## src/rtl/uart_hamming_pkg.sv

```systemverilog
// Shared definitions for the Hamming(7,4) UART link: frame geometry,
// receiver FSM encodings and the single-error-correcting decoder.
package uart_hamming_pkg;

   localparam int FRAME_BITS = 8;
   localparam int CODE_BITS  = 7;

   typedef logic [2:0] rx_state_t;

   localparam rx_state_t ST_IDLE   = 3'd0;
   localparam rx_state_t ST_START  = 3'd1;
   localparam rx_state_t ST_DATA   = 3'd2;
   localparam rx_state_t ST_STOP   = 3'd3;
   localparam rx_state_t ST_DECODE = 3'd4;
   localparam rx_state_t ST_BREAK  = 3'd5;

   typedef struct packed {
      logic [2:0]           syndrome;
      logic [CODE_BITS-1:0] code;
   } ham_fix_t;

   typedef struct packed {
      logic [3:0] data;
      logic [2:0] syndrome;
      logic       corrected;
      logic       pad;
   } rx_word_t;

   // Position k (1..7) of the codeword sits in c[k-1]: p1,p2,d1,p3,d2,d3,d4.
   function automatic ham_fix_t hamming74_correct(input logic [CODE_BITS-1:0] c);
      ham_fix_t r;
      r.syndrome[0] = c[0] ^ c[2] ^ c[4] ^ c[6];
      r.syndrome[1] = c[1] ^ c[2] ^ c[5] ^ c[6];
      r.syndrome[2] = c[3] ^ c[4] ^ c[5] ^ c[6];
      if (r.syndrome != 3'd0) begin
         r.code = c ^ (7'd1 << (r.syndrome - 3'd1));
      end else begin
         r.code = c;
      end
      return r;
   endfunction

   function automatic rx_word_t hamming74_decode(input logic [FRAME_BITS-1:0] frame);
      ham_fix_t fix;
      rx_word_t w;
      fix         = hamming74_correct(frame[CODE_BITS-1:0]);
      w.data      = {fix.code[6], fix.code[5], fix.code[4], fix.code[2]};
      w.syndrome  = fix.syndrome;
      w.corrected = (fix.syndrome != 3'd0);
      w.pad       = frame[FRAME_BITS-1];
      return w;
   endfunction

endpackage

```

## src/rtl/uart_hamming_rx_sampler.sv

```systemverilog
// Line synchronizer plus baud counter; tick_o marks the half-bit point
// during the start bit and the bit centre afterwards.
module uart_bit_sampler #(
   parameter int unsigned CLKS_PER_BIT = 16
) (
   input  logic clk,
   input  logic rst,
   input  logic rx_i,
   input  logic run_i,
   input  logic half_i,
   output logic rx_s_o,
   output logic tick_o
);

   localparam int CNT_W = $clog2(CLKS_PER_BIT);
   localparam logic [CNT_W-1:0] FULL_LAST = CNT_W'(CLKS_PER_BIT - 1);
   localparam logic [CNT_W-1:0] HALF_LAST = CNT_W'(CLKS_PER_BIT / 2 - 1);

   logic [1:0]       sync_q;
   logic [CNT_W-1:0] cnt_q;
   logic [CNT_W-1:0] cnt_d;
   logic [CNT_W-1:0] last_s;
   logic             tick_s;

   // Two-flop synchronizer; resets to the idle (high) line level.
   always_ff @(posedge clk or posedge rst) begin
      if (rst) begin
         sync_q <= 2'b11;
      end else begin
         sync_q <= {sync_q[0], rx_i};
      end
   end

   // Strobe target and counter next value.
   always_comb begin
      last_s = FULL_LAST;
      if (half_i) begin
         last_s = HALF_LAST;
      end else begin
         last_s = FULL_LAST;
      end
      tick_s = run_i && (cnt_q == last_s);
      cnt_d  = cnt_q;
      if (!run_i || tick_s) begin
         cnt_d = {CNT_W{1'b0}};
      end else begin
         cnt_d = cnt_q + {{(CNT_W-1){1'b0}}, 1'b1};
      end
   end

   // Baud counter register.
   always_ff @(posedge clk or posedge rst) begin
      if (rst) begin
         cnt_q <= {CNT_W{1'b0}};
      end else begin
         cnt_q <= cnt_d;
      end
   end

   assign rx_s_o = sync_q[1];
   assign tick_o = tick_s;

endmodule

```

## src/rtl/uart_hamming_rx.sv

```systemverilog
// 8N1 receiver for the Hamming(7,4) UART link: deserializes, corrects single
// bit errors and presents the nibble on a valid/ready interface.
module uart_hamming_rx
   import uart_hamming_pkg::*;
#(
   parameter int unsigned CLKS_PER_BIT = 16
) (
   input  logic       clk,
   input  logic       rst,
   input  logic       rx,
   output logic [3:0] data_out,
   output logic       data_valid,
   input  logic       data_ready,
   output logic [2:0] syndrome,
   output logic       corrected,
   output logic       pad_err,
   output logic       frame_err,
   output logic       overrun,
   output logic       busy,
   output logic [2:0] state_out
);

   localparam logic [2:0] LAST_BIT = 3'(FRAME_BITS - 1);

   logic       rx_s;
   logic       tick_s;
   logic       run_s;
   logic       half_s;
   rx_word_t   word_s;

   rx_state_t  state_q, state_d;
   logic [2:0] bit_q, bit_d;
   logic [7:0] shift_q, shift_d;
   logic [3:0] data_q, data_d;
   logic [2:0] syn_q, syn_d;
   logic       corr_q, corr_d;
   logic       pad_q, pad_d;
   logic       valid_q, valid_d;
   logic       fe_q, fe_d;
   logic       ov_q, ov_d;
   logic       busy_q, busy_d;

   assign run_s  = (state_q == ST_START) || (state_q == ST_DATA) || (state_q == ST_STOP);
   assign half_s = (state_q == ST_START);

   uart_bit_sampler #(
      .CLKS_PER_BIT (CLKS_PER_BIT)
   ) u_sampler (
      .clk    (clk),
      .rst    (rst),
      .rx_i   (rx),
      .run_i  (run_s),
      .half_i (half_s),
      .rx_s_o (rx_s),
      .tick_o (tick_s)
   );

   // Frame FSM next-state logic.
   always_comb begin
      state_d = state_q;
      bit_d   = bit_q;
      shift_d = shift_q;
      fe_d    = 1'b0;
      case (state_q)
         ST_IDLE: begin
            bit_d = 3'd0;
            if (!rx_s) begin
               state_d = ST_START;
            end else begin
               state_d = ST_IDLE;
            end
         end
         ST_START: begin
            if (tick_s && rx_s) begin
               state_d = ST_IDLE;
            end else if (tick_s) begin
               state_d = ST_DATA;
               bit_d   = 3'd0;
            end else begin
               state_d = ST_START;
            end
         end
         ST_DATA: begin
            if (tick_s) begin
               shift_d = {rx_s, shift_q[7:1]};
               bit_d   = bit_q + 3'd1;
               if (bit_q == LAST_BIT) begin
                  state_d = ST_STOP;
               end else begin
                  state_d = ST_DATA;
               end
            end else begin
               state_d = ST_DATA;
            end
         end
         ST_STOP: begin
            if (tick_s && rx_s) begin
               state_d = ST_DECODE;
            end else if (tick_s) begin
               state_d = ST_BREAK;
               fe_d    = 1'b1;
            end else begin
               state_d = ST_STOP;
            end
         end
         ST_DECODE: begin
            state_d = ST_IDLE;
         end
         ST_BREAK: begin
            if (rx_s) begin
               state_d = ST_IDLE;
            end else begin
               state_d = ST_BREAK;
            end
         end
         default: begin
            state_d = ST_IDLE;
         end
      endcase
      busy_d = (state_d != ST_IDLE);
   end

   // Output holding register with valid/ready handshake and overrun detection.
   always_comb begin
      word_s  = hamming74_decode(shift_q);
      data_d  = data_q;
      syn_d   = syn_q;
      corr_d  = corr_q;
      pad_d   = pad_q;
      valid_d = valid_q;
      ov_d    = 1'b0;
      if ((state_q == ST_DECODE) && (!valid_q || data_ready)) begin
         data_d  = word_s.data;
         syn_d   = word_s.syndrome;
         corr_d  = word_s.corrected;
         pad_d   = word_s.pad;
         valid_d = 1'b1;
      end else if (state_q == ST_DECODE) begin
         ov_d    = 1'b1;
      end else if (valid_q && data_ready) begin
         valid_d = 1'b0;
      end else begin
         valid_d = valid_q;
      end
   end

   // State and output registers.
   always_ff @(posedge clk or posedge rst) begin
      if (rst) begin
         state_q <= ST_IDLE;
         bit_q   <= 3'd0;
         shift_q <= 8'd0;
         data_q  <= 4'd0;
         syn_q   <= 3'd0;
         corr_q  <= 1'b0;
         pad_q   <= 1'b0;
         valid_q <= 1'b0;
         fe_q    <= 1'b0;
         ov_q    <= 1'b0;
         busy_q  <= 1'b0;
      end else begin
         state_q <= state_d;
         bit_q   <= bit_d;
         shift_q <= shift_d;
         data_q  <= data_d;
         syn_q   <= syn_d;
         corr_q  <= corr_d;
         pad_q   <= pad_d;
         valid_q <= valid_d;
         fe_q    <= fe_d;
         ov_q    <= ov_d;
         busy_q  <= busy_d;
      end
   end

   assign data_out   = data_q;
   assign data_valid = valid_q;
   assign syndrome   = syn_q;
   assign corrected  = corr_q;
   assign pad_err    = pad_q;
   assign frame_err  = fe_q;
   assign overrun    = ov_q;
   assign busy       = busy_q;
   assign state_out  = state_q;

endmodule
```

## config.mk

```make
export PLATFORM = sky130hd
export DESIGN_NAME = uart_hamming_rx
export DESIGN_NICKNAME = d
export VERILOG_FILES = /design/src/rtl/uart_hamming_pkg.sv /design/src/rtl/uart_hamming_rx_sampler.sv /design/src/rtl/uart_hamming_rx.sv
export SDC_FILE = /design/constraint.sdc
export NUM_CORES = 1
export LEC_CHECK = 0
export CAP_MARGIN = 20
export CORE_ASPECT_RATIO = 0.6
export CORE_UTILIZATION = 48
export DETAILED_ROUTE_END_ITERATION = 8
export GPL_ROUTABILITY_DRIVEN = 0
export GPL_TIMING_DRIVEN = 1
export PLACE_DENSITY = 0.85
export SLEW_MARGIN = 10
export SYNTH_ARGS = -nofsm -noshare
export SYNTH_HDL_FRONTEND = slang
export SYNTH_HIERARCHICAL = 1
export SYNTH_SLANG_ARGS = --single-unit
```

## constraint.sdc

```tcl
create_clock -name clk -period 2.3 [get_ports clk]
set_input_delay 0.46 -clock clk [delete_from_list [all_inputs] [get_ports clk]]
set_output_delay 0.46 -clock clk [all_outputs]
set_load 0.02 [all_outputs]
```

==> key figures <==
Run status
  – Outcome: complete, no violations

Worst setup path
  – Slowest cell on crit path: dfrtp_1
  – Worst path bufs/invs: 1
  – Max Fanout on Critical Path: 9
  – Path type of the worst setup path: flip-flop to flip-flop
  – WP data arrival: 2.31 ns
  – Max stage delay on crit path: 0.47 ns
  – Top cell by count, worst path: a21oi_1
  – CP required: 2.47 ns
  – CP Capture Type: flip-flop
  – Crit path cell chain: nor3_1 -> xnor2_1 -> nor3b_2 -> inv_1 -> a21oi_1 -> a21oi_1 -> or2_2 -> mux2_2
  – Crit path launch type: flip-flop
  – CP delay by family, top: simple AND/OR/NAND/NOR gates

Synth
  – Top post-synthesis cells by area: dfrtp_1, mux2_2, xor2_1
  – Sequential area share after synthesis: 55.4%
  – Fraction of registers with async set/reset: 100%
  – Post-synthesis average cell area: 11.7 sq um
  – Yosys cell types: 29
  – Synth top area share: 51.9%
  – Register bit total from synthesis: 33
  – Synth Cell Area: 1500 sq um
  – Post-synth EDFFs: 0
  – Main synth FF type: dfrtp_1
  – Synth Net Count: 136
  – Synth area leader: dfrtp_1
  – Cell with the most instances after synthesis: dfrtp_1
  – Mapped Cells: 128
  – Post-synth top cells: dfrtp_1, mux2_2, nand2_1, nor2_1, xor2_1
  – YS warnings: 6

CTS
  – Clock latency on the worst-skew pair: 0.29 ns
  – Post-CTS Hold Fix Bufs: 0
  – CTS tree: built
  – Clock buffers created by TritonCTS: 5
  – Clock Tree Buf Depth: 2
  – Total clock sinks: 33
  – Clk pin slew, worst setup/hold paths: 0.06 ns
  – Clock root cell: clkbuf_8
  – Max H-tree Level: 2

Cells and area
  – Final std cells w/o fill: 201
  – Nets: 166
  – Ant diodes: 0
  – Fraction of layout cells with a size suffix above 1: 22.0%
  – Area delta synth->final: 25.5%
  – Final core occ: 64.5%
  – Design Area, Final: 1880 sq um

Drt
  – Via count: 1014
  – Drt wl/cell: 14.1 microns
  – 1st-pass router iterations: 4
  – Drt drc: 0
  – Total wire length: 2840 microns
  – DR vias/cell: 5.04
  – Initial drt markers: 59
  – Antenna Nets Post-Route: 0

Placement
  – Place WS: -0.00992 ns
  – Dpl cells: 190
  – DPL Wire Length: 2070 microns
  – Placed Area: 1760 sq um
  – IO Port Bufs: 19

GRT
  – Antenna violations before repair: 0
  – GRT Total Usage: 19.0%
  – Largest net degree at the start of global routing: 28
  – Wire length of the first global-routing pass: 4440 microns
  – Number of global-route vias before repair: 995
  – GRT overflow: 0

Die
  – Die area: 3350 sq um
  – Initial core utilization: 51.4%
  – Core Rows: 15
  – Core area: 2910 sq um
  – Die X-Extent: 74.1 microns
  – Io pins: 20
  – Die height: 45.2 microns

Power and ir drop
  – Static Leakage: 0.869 nW
  – PwrDens: 830 nW/um^2
  – Final Power: 1.56 mW
  – VDD IR max: 0.370 mV

Timing
  – Worst slew pin tran: 0.510 ns
  – Pins Over Slew Limit: 0
  – Hold Fails Final Rpt: 0
  – Worst hold margin: 0.356 ns
  – Setup_tns: 0 ns
  – F_max: 467 MHz
  – Final worst setup slack: 0.158 ns
  – Normalized max-slew margin: 65.9%
  – Tcrit/Tclk final: 93.1%
  – Final setup violation count: 0
  – Min cycle time layout: 2.14 ns
  – Final Skew: 0.00802 ns

Run
  – Max_cap viols: 0

Hold path
  – Hold Path Class: flip-flop to flip-flop
==> per-layer routing <==
metal	GRT usage [%]	wire [microns]	share of wire [%]
met2	29.6	1310	46
met3	6.92	152	5.3
met1	23.1	1310	46
met5	0	0	0
met4	10.8	68	2.4
==> power breakdown <==
part	total [mW]	leakage, nW	internal, mW	switching, mW
combinational	0.396	0.387	0.177	0.219
sequential	0.716	0.436	0.655	0.0610
clock	0.445	0.0455	0.244	0.202
==> final timing paths <==
path | start | end | slack (ns) | cells after the start
worst max-delay path | state_out[1] | bit_q[0] | 0.16 | 8
worst min-delay path | u_sampler/sync_q[0] | u_sampler/sync_q[1] | 0.36 | 0
worst max register to register | state_out[1] | bit_q[0] | 0.16 | 8
worst min register to register | u_sampler/sync_q[0] | u_sampler/sync_q[1] | 0.36 | 0
max in group asynchronous | rst | state_out[0] | 1.47 | 3
min in group asynchronous | rst | u_sampler/cnt_q[0] | 0.41 | 2
==> worst reg2reg max path, cell delays in order, from the launching register on <==
cell	delay, ns
dfrtp_1	0.47
nor3_1	0.27
xnor2_1	0.17
nor3b_2	0.25
inv_1	0.07
a21oi_1	0.15
a21oi_1	0.06
or2_2	0.31
mux2_2	0.28
==> flip-flops by register name, summed over array words and instances (netlist names) <==
signal            flops
data_out              4
corrected             1
syndrome              3
state_out             3
u_sampler/sync_q      2
pad_err               1
overrun               1
busy                  1
data_valid            1
frame_err             1
shift_q               8
bit_q                 3
u_sampler/cnt_q       4
==> layout by cell type (no fill, tap or decap), drive strengths merged, types with 6 or more instances in the layout <==
cell and instances:
inv 6, xnor2 8, buf 8, xor2 8, nor2 11, mux2 12
o21ai 8, clkdlybuf4s50 19, clkbuf 8, nand2 11, dfrtp 31
==> cells by family (layout without fill, tap and decap cells) <==
logic type,Yosys count,in the layout,share of synthesized area (%)
AND/OR/NAND/NOR,38,38,12.8
buffers and inverters,10,41,2.68
adder cells (fa/ha/maj),4,4,3.35
AO/OA/AOI/OAI,14,14,5.69
multiplexers,13,13,9.71
XOR/XNOR,16,16,10.4
flip-flops,33,33,55.4
==> area by class of cell <==
cell class                 instances  area, sq um
tap                               42         52.6
sequential                        33          830
clock buffer                       8         90.1
inverter                           6         22.5
fill                             234         1030
multi-input combinational         85          632
timing repair buffer              27          250
==> what timing repair did <==
item / 4_1_cts / 5_1_grt
endpoints found under the hold margin: 0 / 0
endpoints found under the setup margin: 1 / 1
setup buffers: 1 / 2
gates resized for setup: 0 / 0
pin swaps: 1 / 1
Power figures use the tool's default switching activity.
